[src/rtl/bist_pattern_driver_pkg.sv]
// Shared types and polynomial helpers for the BIST pattern driver.
// LFSR is x^8+x^6+x^5+x^4+1 (Fibonacci), MISR is x^6+x+1 (Galois).
package bist_pkg;

   typedef enum logic [1:0] {
      ST_IDLE  = 2'd0,
      ST_RUN   = 2'd1,
      ST_FLUSH = 2'd2,
      ST_DONE  = 2'd3
   } bist_state_t;

   localparam logic [7:0] LFSR_TAPS = 8'b1011_1000;
   // Feedback from sig[5] folds into bits 0 and 1 (the x and 1 terms).
   localparam logic [5:0] MISR_TAPS = 6'b00_0011;

   function automatic logic [7:0] lfsr_next(input logic [7:0] s);
      return {s[6:0], ^(s & LFSR_TAPS)};
   endfunction

   function automatic logic [5:0] misr_next(input logic [5:0] s, input logic [5:0] r);
      return {s[4:0], 1'b0} ^ ({6{s[5]}} & MISR_TAPS) ^ r;
   endfunction

endpackage

[src/rtl/bist_pattern_driver_if.sv]
// Control, status and DUT-facing signals of the BIST pattern driver.
interface bist_pattern_driver_if #(
   parameter int STIM_W = 8,
   parameter int RESP_W = 6,
   parameter int CNT_W  = 16
);
   // start is a level request honoured only in IDLE/DONE (no ready side);
   // abort is a level that wins over everything; busy/done/pass are status levels.
   logic              start;
   logic              abort;
   logic [CNT_W-1:0]  num_patterns;
   logic [RESP_W-1:0] golden;
   logic [STIM_W-1:0] stim;
   logic [RESP_W-1:0] resp;
   logic              busy;
   logic              done;
   logic [RESP_W-1:0] signature;
   logic              pass;

   modport master (
      output start, abort, num_patterns, golden, resp,
      input  stim, busy, done, signature, pass
   );

   modport slave (
      input  start, abort, num_patterns, golden, resp,
      output stim, busy, done, signature, pass
   );
endinterface

[src/rtl/bist_pattern_driver_misr.sv]
// Signature register with seed load and capture enable.
// BIST_RESP_REG_EN inserts a response register and delays the capture enable by one cycle.
module bist_misr
   import bist_pkg::*;
#(
   parameter int                RESP_W    = 6,
   parameter logic [RESP_W-1:0] MISR_SEED = 6'h00
) (
   input  logic              clk,
   input  logic              rst_n,
   input  logic              load_i,
   input  logic              cap_i,
   input  logic              abort_i,
   input  logic [RESP_W-1:0] resp_i,
   output logic [RESP_W-1:0] sig_o
);

   logic [RESP_W-1:0] sig_q;
   logic [RESP_W-1:0] data;
   logic              en;

`ifdef BIST_RESP_REG_EN
   logic [RESP_W-1:0] resp_q;
   logic              en_q;

   always_ff @(posedge clk or negedge rst_n) begin
      if (!rst_n) begin
         resp_q <= '0;
         en_q   <= 1'b0;
      end else begin
         resp_q <= resp_i;
         en_q   <= cap_i;
      end
   end

   assign data = resp_q;
   assign en   = en_q && !abort_i;
`else
   assign data = resp_i;
   assign en   = cap_i && !abort_i;
`endif

   always_ff @(posedge clk or negedge rst_n) begin
      if (!rst_n) begin
         sig_q <= MISR_SEED;
      end else if (load_i) begin
         sig_q <= MISR_SEED;
      end else if (en) begin
         sig_q <= misr_next(sig_q, data);
      end
   end

   assign sig_o = sig_q;

endmodule

[src/rtl/bist_pattern_driver.sv]
// LFSR stimulus / MISR response harness for flat logic clouds.
// BIST_RESP_REG_EN selects the registered-response variant (adds the FLUSH cycle).
module bist_pattern_driver
   import bist_pkg::*;
#(
   parameter int                STIM_W    = 8,
   parameter int                RESP_W    = 6,
   parameter int                CNT_W     = 16,
   parameter logic [STIM_W-1:0] LFSR_SEED = 8'hA5,
   parameter logic [RESP_W-1:0] MISR_SEED = 6'h00
) (
   input  logic                 clk,
   input  logic                 rst_n,
   bist_pattern_driver_if.slave bus,
   output bist_state_t          state_o
);

   // An all-zero seed would lock the LFSR.
   localparam logic [STIM_W-1:0] SEED_EFF = (LFSR_SEED == '0) ? STIM_W'(1) : LFSR_SEED;

   bist_state_t       state_q, state_d;
   logic [CNT_W-1:0]  rem_q, rem_d;
   logic [STIM_W-1:0] lfsr_q, lfsr_d;
   logic [RESP_W-1:0] sig;
   logic              load;
   logic              cap;

   always_ff @(posedge clk or negedge rst_n) begin
      if (!rst_n) begin
         state_q <= ST_IDLE;
         rem_q   <= '0;
         lfsr_q  <= SEED_EFF;
      end else begin
         state_q <= state_d;
         rem_q   <= rem_d;
         lfsr_q  <= lfsr_d;
      end
   end

   always_comb begin
      state_d = state_q;
      rem_d   = rem_q;
      lfsr_d  = lfsr_q;
      load    = 1'b0;
      cap     = 1'b0;
      case (state_q)
         ST_IDLE, ST_DONE: begin
            if (bus.start) begin
               load    = 1'b1;
               rem_d   = bus.num_patterns;
               lfsr_d  = SEED_EFF;
               state_d = (bus.num_patterns == '0) ? ST_DONE : ST_RUN;
            end
         end
         ST_RUN: begin
            cap    = 1'b1;
            lfsr_d = lfsr_next(lfsr_q);
            rem_d  = rem_q - CNT_W'(1);
            if (rem_q == CNT_W'(1)) begin
`ifdef BIST_RESP_REG_EN
               state_d = ST_FLUSH;
`else
               state_d = ST_DONE;
`endif
            end
         end
         ST_FLUSH: state_d = ST_DONE;
         default:  state_d = ST_IDLE;
      endcase
      // Abort freezes stimulus, count and signature where they are.
      if (bus.abort) begin
         state_d = ST_IDLE;
         rem_d   = rem_q;
         lfsr_d  = lfsr_q;
         load    = 1'b0;
         cap     = 1'b0;
      end
   end

   bist_misr #(
      .RESP_W    (RESP_W),
      .MISR_SEED (MISR_SEED)
   ) u_misr (
      .clk     (clk),
      .rst_n   (rst_n),
      .load_i  (load),
      .cap_i   (cap),
      .abort_i (bus.abort),
      .resp_i  (bus.resp),
      .sig_o   (sig)
   );

   assign bus.stim      = lfsr_q;
   assign bus.signature = sig;
   assign bus.busy      = (state_q == ST_RUN) || (state_q == ST_FLUSH);
   assign bus.done      = (state_q == ST_DONE);
   assign bus.pass      = (state_q == ST_DONE) && (sig == bus.golden);
   assign state_o       = state_q;

endmodule

[src/flat_wrapper.sv]
// flat-port wrapper written by rule: the top's interface ports become plain ports
module bist_pattern_driver_flat import bist_pkg::*;
#(
   parameter int                STIM_W    = 8,
   parameter int                RESP_W    = 6,
   parameter int                CNT_W     = 16,
   parameter logic [STIM_W-1:0] LFSR_SEED = 8'hA5,
   parameter logic [RESP_W-1:0] MISR_SEED = 6'h00
)
  (clk, rst_n, state_o, bus_start, bus_abort, bus_num_patterns, bus_golden, bus_resp, bus_stim, bus_busy, bus_done, bus_signature, bus_pass);
  bist_pattern_driver_if #(.STIM_W(STIM_W), .RESP_W(RESP_W), .CNT_W(CNT_W)) bus_i ();
  input  logic clk;
  input  logic rst_n;
  output bist_state_t state_o;
  input wire logic [$bits(bus_i.start)-1:0] bus_start;
  input wire logic [$bits(bus_i.abort)-1:0] bus_abort;
  input wire logic [$bits(bus_i.num_patterns)-1:0] bus_num_patterns;
  input wire logic [$bits(bus_i.golden)-1:0] bus_golden;
  input wire logic [$bits(bus_i.resp)-1:0] bus_resp;
  output wire logic [$bits(bus_i.stim)-1:0] bus_stim;
  output wire logic [$bits(bus_i.busy)-1:0] bus_busy;
  output wire logic [$bits(bus_i.done)-1:0] bus_done;
  output wire logic [$bits(bus_i.signature)-1:0] bus_signature;
  output wire logic [$bits(bus_i.pass)-1:0] bus_pass;
  assign bus_i.start = bus_start;
  assign bus_i.abort = bus_abort;
  assign bus_i.num_patterns = bus_num_patterns;
  assign bus_i.golden = bus_golden;
  assign bus_i.resp = bus_resp;
  assign bus_stim = bus_i.stim;
  assign bus_busy = bus_i.busy;
  assign bus_done = bus_i.done;
  assign bus_signature = bus_i.signature;
  assign bus_pass = bus_i.pass;
  bist_pattern_driver #(.STIM_W(STIM_W), .RESP_W(RESP_W), .CNT_W(CNT_W), .LFSR_SEED(LFSR_SEED), .MISR_SEED(MISR_SEED)) u_core (.clk(clk), .rst_n(rst_n), .bus(bus_i), .state_o(state_o));
endmodule
[config.mk]
export PLATFORM = sky130hd
export DESIGN_NAME = bist_pattern_driver_flat
export DESIGN_NICKNAME = d
export VERILOG_FILES = /design/src/rtl/bist_pattern_driver_pkg.sv /design/src/rtl/bist_pattern_driver_if.sv /design/src/rtl/bist_pattern_driver_misr.sv /design/src/rtl/bist_pattern_driver.sv /design/src/flat_wrapper.sv
export SDC_FILE = /design/constraint.sdc
export NUM_CORES = 1
export LEC_CHECK = 0
export BUFFER_PORTS_ARGS = -buffer_cell sky130_fd_sc_hd__buf_2
export CORE_ASPECT_RATIO = 1.25
export CORE_MARGIN = 2
export CORE_UTILIZATION = 59
export CTS_BUF_LIST = sky130_fd_sc_hd__clkbuf_8
export CTS_CLUSTER_DIAMETER = 60
export DETAILED_ROUTE_END_ITERATION = 6
export GPL_ROUTABILITY_DRIVEN = 0
export PLACE_DENSITY = 0.85
export SLEW_MARGIN = 20
export SYNTH_ARGS = -nofsm -noshare
export SYNTH_HDL_FRONTEND = slang
export SYNTH_SLANG_ARGS = --single-unit
export TNS_END_PERCENT = 1
[constraint.sdc]
create_clock -name clk -period 4.3 [get_ports clk]
set_clock_uncertainty 0.2 [all_clocks]
set_input_delay 0.645 -clock clk [delete_from_list [all_inputs] [get_ports clk]]
set_output_delay 0.645 -clock clk [all_outputs]
set_load 0.03 [all_outputs]
==> results.yml <==
status:
  status: "finished, final reports clean"
routing:
  viasPerCell: 6.02
  wl_met3_um: 335
  drtPass1Iterations: 5
  highest_layer: "met4"
  met2WireLength_um: 2330
  ant_nets: 0
  drc_errors: 0
  first_iter_violations: 122
  vias: 1801
  routed_wl_um: 4630
  wl_met1_um: 1830
  routedWlPerCell_um: 15.5
global_routing:
  grt_overflow: 0
  grt_max_degree: 41
  grt_pass1_wl_um: 7470
  grt_pass1_vias: 1641
  antenna_found_initial: 0
  grt_util_all_layers: 0.285
floorplan:
  pin_count: 51
  initial_core_util: 0.606
  rows: 23
  die_w_um: 55
  die_y_um: 67.8
  die_area_um2: 3730
  core_area_um2: 3170
critical_path:
  timing.critical_path.mode_cell: "nand2b_1"
  path_buf_inv: 2
  end_kind: "flop"
  critical_path.reg2reg.endpoint: "u_core.rem_q[7]$_DFFE_PN0P_"
  r2r_cells: 8
  cp-startpoint: "u_core.state_o[0]$_DFFE_PN0P_"
  crit_family: "simple AND/OR/NAND/NOR gates"
  crit_slowest_cell: "and2_1"
  cp.depth: 8
  path_class: "flop to flop"
  critPathArrivalTime_ns: 2.57
  worstPathMaxFanout: 27
  slowest_delay_ns: 0.46
  r2r_setup_slack_ns: 1.69
  cp_cell_sequence: "inv_1 > ha_1 > nand2b_1 > and2_1 > buf_4 > nand2b_1 > o22ai_1 > a21oi_1"
  crit_end: "u_core.rem_q[7]$_DFFE_PN0P_"
  crit_path_start_kind: "flop"
  r2r-start: "u_core.state_o[0]$_DFFE_PN0P_"
  required_ns: 4.25
pwr:
  intPower_mw: 0.874
  switchingPower_mw: 0.735
  clkPwrFrac: 0.161
  leakagePower_nw: 1.02
  powerDensity_nw_per_um2: 706
  p_comb_frac: 0.447
  finalPower_mw: 1.61
  peakVddDrop_mv: 0.440
  p_sw_frac: 0.457
  pwr-share-seq: 0.392
timing:
  fin_ws_ns: 1.69
  max_clock_freq_mhz: 383
  holdWs_ns: 0.203
  post-route-min-period_ns: 2.61
  setup-tns-final_ns: 0
  rsz0062_at_grt: "no"
  setup_viol: 0
  hold_viol_final: 0
  maxSlewHeadroom: 0.524
  worst_pin_slew_ns: 0.714
  slew_violations: 0
  timing.final.crit_share: 0.608
synth:
  synth-xor-area-share: 0.0731
  syn_avg_cell_area_um2: 9.01
  ys_seq_area_frac: 0.420
  yosys-mux-area-fraction: 0.0157
  synth_area_um2: 1920
  synth_simple_gate_area_share: 0.218
  synth_area_leaders: "dfrtp_1 37%, dfstp_2 5.5%, a21oi_1 5.0%"
  synth_fa_ha_area_frac: 0.0326
  synth_compound_area_frac: 0.198
  yosysUniqueCellTypes: 41
  synth_edf_count: 0
  syn_nets: 250
  synth_top_family_by_area: "simple AND/OR/NAND/NOR gates"
  synth_top_area_share: 0.365
  synth_ff_type: "dfrtp_1"
  yosysWarnings: 0
  yosysMostFrequentCell: "dfrtp_1"
  synth_area_leader_cell: "dfrtp_1"
  async_flop_share: 1.00
  synth.top_cells.by_count: "28 x dfrtp_1, 21 x nand2_1, 19 x a21oi_1"
  synth_cells: 213
  synth-seq-cells: 32
layout:
  register_area_um2: 806
  fin_util: 0.720
  stdcell_area_um2: 2280
  n_antenna_cell: 0
  areaGrowthSynthToFinish_pct: 18.8
  fillers: 253
  drive_gt1_frac: 0.275
  fin_cells: 299
  multi_input_area_um2: 1030
  layout.nets: 298
cts:
  clk_latency_ns: 0.29
  cts_tree: "built"
  post_cts_buffers: 0
  cts_num_sinks: 32
  cts_inserted_buffers: 5
  root_buffer: "clkbuf_8"
  cts_hold_buf: 0
  cts-resized-gates: 0
  clockBufferDepth: 2
  htree_num_levels: 2
  clk_pin_slew_ns: 0.07
placed_design:
  portBuffers: 50
  placed_area_um2: 2180
  dp_hpwl_um: 3210
  post-place-ws_ns: 1.74
  placedCellCount: 291
flow_run:
  cap_violations: 0
worst_hold_path:
  min_path_type: "primary input to async pin"
[state kept, by name (all words and copies together) (netlist names)]
signal / count
u_core.bus.stim: 8
u_core.rem_q: 16
u_core.state_o: 2
u_core.u_misr.sig_o: 6
[power groups by stage]
stage / logic [mW] / clock network (mW) / registers [mW]
final: 0.720 / 0.259 / 0.630
after global routing: 0.794 / 0.274 / 0.652
after CTS: 0.719 / 0.263 / 0.626
after detailed placement: 0.714 / 0 / 0.627
after global placement: 0.694 / 0 / 0.619
after floorplan: 0.431 / 0 / 0.714
[kinds of logic after synthesis]
group	count (synthesis)
buffers and inverters	19
adders and majority gates	5
muxes	3
AOI/OAI and AO/OA	62
DFF	32
and+or+nand+nor	76
xor gates and xnor gates	16
[how the worst min path moves through the flow]
stage                                   startpoint  depth (start not counted)                        endpoint  slack [ns]
detailed placement  u_core.bus.stim[7]$_DFFE_PN1P_                          2  u_core.bus.stim[7]$_DFFE_PN1P_        0.31
global placement    u_core.bus.stim[0]$_DFFE_PN1P_                          2  u_core.bus.stim[0]$_DFFE_PN1P_        0.30
CTS                                          rst_n                          1    u_core.rem_q[13]$_DFFE_PN0P_        0.22
global route                                 rst_n                          1  u_core.bus.stim[6]$_DFFE_PN0P_        0.26
finish                                       rst_n                          1     u_core.rem_q[3]$_DFFE_PN0P_        0.20
floorplan                                    rst_n                          0  u_core.bus.stim[1]$_DFFE_PN0P_        0.15
[layout make-up]
type                       instances  area share
tap                               37      0.0203
clock inverter                     1     0.00165
clock buffer                       7      0.0423
sequential                        32       0.354
timing repair buffer              52       0.116
inverter                           8      0.0132
multi-input combinational        162       0.452
[routing by layer]
metal,vias to the layer above,global-route usage
met5,-,0
met4,0,0.140
met3,16,0.0730
met2,90,0.464
met1,839,0.341
li1,856,-
[cells in the final DEF (no fill, tap or decap), types with 7 or more instances in the layout]
master	netlist	final
a21oi_1	19	19
buf_2	0	50
clkbuf_8	1	7
dfrtp_1	28	28
inv_1	8	9
nand2_1	21	21
nand3_1	10	10
nor2_1	14	14
o21ai_0	7	7
o21ai_1	13	13
o22ai_1	12	12
xnor2_1	10	10
Note: power is estimated with default switching activity, not from simulation.
